### src/rtl/bsg_comm_link_tx_arb_pkg.sv
// Shared types and helpers for the comm link transmit arbiter and its
// round-robin picker.
package bsg_comm_link_tx_arb_pkg;

  typedef enum logic {
    eIDLE = 1'b0,
    eSEND = 1'b1
  } state_e;

  // Widest flit and length field the extraction helper can handle.
  localparam int max_flit_width_c = 512;
  localparam int max_len_width_c  = 16;

  // Pull the body-flit count out of a header flit; bits above len_width are zeroed.
  function automatic logic [max_len_width_c-1:0] extract_len(
    input logic [max_flit_width_c-1:0] flit,
    input int                          offset,
    input int                          len_width
  );
    logic [max_flit_width_c-1:0] shifted;
    logic [max_len_width_c-1:0]  len;
    shifted = flit >> offset;
    len     = '0;
    for (int i = 0; i < max_len_width_c; i++) begin
      if (i < len_width) begin
        len[i] = shifted[i];
      end
    end
    return len;
  endfunction

endpackage

### src/rtl/bsg_comm_link_rr_pick.sv
// Combinational round-robin select: first set request bit searching upward
// from last_i+1 with wrap-around.
module bsg_comm_link_rr_pick #(
  parameter int num_req_p = 4,
  localparam int idx_w_lp = $clog2(num_req_p)
) (
  input  logic [num_req_p-1:0] req_i,
  input  logic [idx_w_lp-1:0]  last_i,
  output logic [num_req_p-1:0] grant_o,
  output logic [idx_w_lp-1:0]  idx_o,
  output logic                 v_o
);

  // One extra bit so last_i + offset cannot overflow before the wrap.
  logic [idx_w_lp:0] cand;
  logic              found;

  always_comb begin
    grant_o = '0;
    idx_o   = '0;
    found   = 1'b0;
    cand    = '0;
    for (int i = 1; i <= num_req_p; i++) begin
      cand = {1'b0, last_i} + (idx_w_lp + 1)'(i);
      if (cand >= (idx_w_lp + 1)'(num_req_p)) begin
        cand = cand - (idx_w_lp + 1)'(num_req_p);
      end
      if (!found && req_i[cand[idx_w_lp-1:0]]) begin
        found                          = 1'b1;
        grant_o[cand[idx_w_lp-1:0]]    = 1'b1;
        idx_o                          = cand[idx_w_lp-1:0];
      end
    end
    v_o = found;
  end

endmodule

### src/rtl/bsg_comm_link_tx_arb.sv
// Packet-locked round-robin arbiter feeding the comm link fused transmit port;
// holds off until calibration completes and aborts the packet if it is lost.
module bsg_comm_link_tx_arb
  import bsg_comm_link_tx_arb_pkg::*;
#(
  parameter int num_req_p    = 4,
  parameter int width_p      = 64,
  parameter int len_width_p  = 4,
  parameter int len_offset_p = 0
) (
  input  logic                 core_clk_i,
  input  logic                 async_reset_n_i,
  input  logic                 calib_done_i,
  input  logic [num_req_p-1:0] req_v_i,
  input  logic [width_p-1:0]   req_data_i [num_req_p],
  output logic [num_req_p-1:0] req_yumi_o,
  output logic                 link_v_o,
  output logic [width_p-1:0]   link_data_o,
  input  logic                 link_ready_i,
  output logic [num_req_p-1:0] grant_o,
  output logic                 abort_o
);

  localparam int idx_w_lp = $clog2(num_req_p);

  state_e                 state_reg;
  logic [num_req_p-1:0]   grant_reg;
  logic [idx_w_lp-1:0]    last_reg;
  logic                   hdr_reg;
  logic [len_width_p-1:0] cnt_reg;
  logic                   abort_reg;

  logic [num_req_p-1:0]   pick_grant;
  logic [idx_w_lp-1:0]    pick_idx;
  logic                   pick_v;

  logic                   owner_v;
  logic [width_p-1:0]     owner_data;
  logic [len_width_p-1:0] hdr_len;
  logic                   xfer;

  bsg_comm_link_rr_pick #(
    .num_req_p(num_req_p)
  ) rr_pick (
    .req_i  (req_v_i),
    .last_i (last_reg),
    .grant_o(pick_grant),
    .idx_o  (pick_idx),
    .v_o    (pick_v)
  );

  // While sending, last_reg always holds the owner's index.
  assign owner_v    = req_v_i[last_reg];
  assign owner_data = req_data_i[last_reg];
  assign hdr_len    = len_width_p'(extract_len(max_flit_width_c'(owner_data),
                                               len_offset_p, len_width_p));

  // Calibration gating wins over everything, including the final flit.
  assign link_v_o    = (state_reg == eSEND) && calib_done_i && owner_v;
  assign link_data_o = link_v_o ? owner_data : '0;
  assign xfer        = link_v_o && link_ready_i;

  for (genvar gi = 0; gi < num_req_p; gi++) begin : g_yumi
    assign req_yumi_o[gi] = grant_reg[gi] & xfer;
  end

  assign grant_o = grant_reg;
  assign abort_o = abort_reg;

  always_ff @(posedge core_clk_i or negedge async_reset_n_i) begin
    if (!async_reset_n_i) begin
      state_reg <= eIDLE;
      grant_reg <= '0;
      last_reg  <= idx_w_lp'(num_req_p - 1);
      hdr_reg   <= 1'b1;
      cnt_reg   <= '0;
      abort_reg <= 1'b0;
    end else begin
      abort_reg <= 1'b0;
      case (state_reg)
        eIDLE: begin
          if (calib_done_i && pick_v) begin
            grant_reg <= pick_grant;
            last_reg  <= pick_idx;
            hdr_reg   <= 1'b1;
            state_reg <= eSEND;
          end
        end
        eSEND: begin
          if (!calib_done_i) begin
            state_reg <= eIDLE;
            grant_reg <= '0;
            cnt_reg   <= '0;
            hdr_reg   <= 1'b1;
            abort_reg <= 1'b1;
          end else if (xfer) begin
            if (hdr_reg) begin
              if (hdr_len == '0) begin
                state_reg <= eIDLE;
                grant_reg <= '0;
              end else begin
                cnt_reg <= hdr_len;
                hdr_reg <= 1'b0;
              end
            end else begin
              cnt_reg <= cnt_reg - len_width_p'(1);
              if (cnt_reg == len_width_p'(1)) begin
                state_reg <= eIDLE;
                grant_reg <= '0;
                hdr_reg   <= 1'b1;
              end
            end
          end
        end
        default: state_reg <= eIDLE;
      endcase
    end
  end

endmodule
### config.mk
export PLATFORM = sky130hd
export DESIGN_NAME = bsg_comm_link_tx_arb
export DESIGN_NICKNAME = d
export VERILOG_FILES = /design/src/rtl/bsg_comm_link_tx_arb_pkg.sv /design/src/rtl/bsg_comm_link_rr_pick.sv /design/src/rtl/bsg_comm_link_tx_arb.sv
export SDC_FILE = /design/constraint.sdc
export NUM_CORES = 1
export LEC_CHECK = 0
export ABC_CLOCK_PERIOD_IN_PS = 3400
export CORE_AREA = 2 2 131 133
export CTS_BUF_LIST = sky130_fd_sc_hd__clkbuf_4
export DETAILED_ROUTE_END_ITERATION = 10
export DIE_AREA = 0 0 133 135
export GPL_TIMING_DRIVEN = 1
export SLEW_MARGIN = 0
export SYNTH_ARGS = -nofsm -noshare
export SYNTH_HDL_FRONTEND = slang
export SYNTH_SLANG_ARGS = --single-unit
export TNS_END_PERCENT = 100
### constraint.sdc
create_clock -name core_clk_i -period 3.4 [get_ports core_clk_i]
set_clock_uncertainty 0.1 [all_clocks]
set_input_delay 0.68 -clock core_clk_i [delete_from_list [all_inputs] [get_ports core_clk_i]]
set_output_delay 0.68 -clock core_clk_i [all_outputs]
set_load 0.005 [all_outputs]
==> out/summary.txt <==
Worst slew margin - 56.0%
Final hold viol count - 0
Initial core utilization - 19.1%
Area of the multi-input gates - 2680 um^2
Gpl congestion - 0.889
Detailed Routing Iterations Pass 1 - 4
Flop pwr share - 10.8%
Filler cells - 1514
P_sw - 1.39 mW
Number of sinks on the clock net - 13
Max-Cap Viols - 0
# IOs - 338
Final #Nets - 884
Switching share of power - 39.2%
Internal power - 2.16 mW
Synth top area share - 44.7%
Crit Path Class - flop to primary output
HPWL Detailed - 16500 um
Setup WS post-layout - 0.103 ns
# hold bufs at CTS - 0
Layout cells sized above 1 - 16.9%
Initial antenna violation count - 9
DR iter-0 viols - 140
Cell Rows - 47
Ys flop type - dfrtp_1
Total power - 3.55 mW
Root Buffer - clkbuf_4
CP required - 2.62 ns
# setup viols final - 0
Fmax - 303 MHz
Least-Margin Pin Slew - 0.658 ns
Tmin final - 3.30 ns
Clock power frac - 3.1%
Post-Syn Instances - 275
RSZ-0062 raised after global routing - false
DRC - 0
Pre-CTS setup slack - -0.279 ns
Largest net degree at the start of global routing - 42
GRT Total Usage - 20.0%
H-tree levels - 1
Detail Route Antenna Nets - 0
Final instance area - 6990 um^2
Tcrit/Tclk final - 97.0%
Storage element area - 337 um^2
Area grow syn2layout - 124%
Worst-Skew Late Latency - 0.28 ns
Overflow after GRT - 0
CP arrival - 2.52 ns
WL/cell - 23.2 um
R2R Setup Slk - 0.44 ns
Most common cell in the synthesized netlist - nor2b_1
HP Class - flop to flop
Synth Net Count - 549
PD cells - 507 nW/um^2
Yosys warnings - 0
DP Area - 6860 um^2
Crit. End Element - primary output
Asr flop ratio synth - 100%
EDFF count, synth - 0
Die Area - 18000 um^2
Clk pin slew, worst setup/hold paths - 0.09 ns
CP max FO - 27
Mapped cell area - 3130 um^2
Post-synth top area cell - mux4_2
Comb power frac - 86.1%
Routed WL - 19400 um
Leak - 2.55 nW
Sequential fraction of the synthesis area - 10.5%
Vias in the first global route - 4138
Die H - 135 um
Vias - 3979
Setup TNS - 0 ns
Die Wd - 133 um
Startpoint types - flop
First-pass GRT wire length - 26900 um
Post-synth top cells - nor2b_1 (65), mux4_2 (62), clkbuf_1 (20), dfrtp_1 (10), ha_1 (10)
Library cells used by synthesis - 44
Max Slew Vio Count - 0
Largest cells by area after synthesis - mux4_2 (45%), nor2b_1 (13%), dfrtp_1 (8.0%)
IO Port Bufs - 337
Num CTS Buffers - 3
Average size of a mapped cell - 11.4 um^2
Synth Register Bits - 13
Placeable Area - 16400 um^2
CTS tree - built
Clk buf depth - 2
Outcome - finished clean
VDD IR-drop max - 214 uV
Post-DR vias/cell - 4.77
==> critical path, stage by stage (launching register included) <==
cell and delay (ns):
dfstp_4 0.70, buf_12 0.23, mux4_1 0.67, nor2b_1 0.18
clkdlybuf4s50_1 0.44
==> routing by layer <==
layer / part of all wire (%) / GRT usage, % / up-vias
met1: 39 / 24.0 / 1942
met5: 0.21 / 0 / -
met4: 1.1 / 1.97 / 6
met3: 9.8 / 7.28 / 18
met2: 50 / 35.5 / 237
li1: - / - / 1776
==> stage by stage <==
step	std cells	util, %	hold slack (ns)
after global placement	820	41.8	0.412
after floorplan	275	-	0.284
final	834	42.6	0.439
after detailed placement	820	41.8	0.407
after global routing	831	42.6	0.455
after CTS	828	42.3	0.434
==> cell families after synthesis <==
family,share of synthesized area [%]
compound gates,10.8
fa+ha+maj,4.00
simple gates,19.5
buf+inv,4.72
flops,10.5
mux,50.1
xor+xnor,0.280
==> layout by cell type (no fill, tap or decap), types with 5 or more instances in the layout <==
cell | netlist | final
dfrtp_1 | 10 | 10
o21ai_0 | 8 | 8
nand2_1 | 9 | 9
and2_1 | 5 | 5
clkdlybuf4s50_1 | 0 | 330
nor2_1 | 5 | 5
ha_1 | 10 | 10
mux2i_1 | 7 | 7
inv_1 | 7 | 7
buf_12 | 0 | 5
buf_4 | 0 | 12
mux4_2 | 62 | 63
nor2b_1 | 65 | 64
diode_2 | 0 | 5
==> what timing repair did <==
action,4_1_cts,5_1_grt
buffers inserted,3,0
endpoints found under the setup margin,69,15
pin swaps,1,0
resized for setup,8,6
gates cloned,1,1
==> power groups by stage <==
stage | logic [mW] | clock network (mW) | registers (mW)
floorplan | 1.85 | 0 | 0.295
global placement | 2.93 | 0 | 0.367
detailed placement | 2.99 | 0 | 0.371
CTS | 3.04 | 0.112 | 0.375
global route | 3.28 | 0.120 | 0.400
finish | 3.05 | 0.108 | 0.383
==> final timing paths <==
| check | start | to | cells after the start |
|---|---|---|---|
| max in group asynchronous | async_reset_n_i | cnt_reg[1] | 1 |
| min in group asynchronous | async_reset_n_i | grant_o[3] | 1 |
| worst min-delay path | hdr_reg | hdr_reg | 2 |
| worst max register to register | last_reg[0] | grant_o[2] | 7 |
| worst max-delay path | last_reg[0] | link_data_o[2] | 4 |
| worst min register to register | hdr_reg | hdr_reg | 2 |
==> cell type report <==
class	instances	area share (%)
antenna	5	0.179
multi-input combinational	228	38.3
tap	220	3.94
sequential	13	4.81
clock buffer	4	0.429
inverter	7	0.376
timing repair buffer	357	51.9
Note: power is estimated with default switching activity, not from simulation.
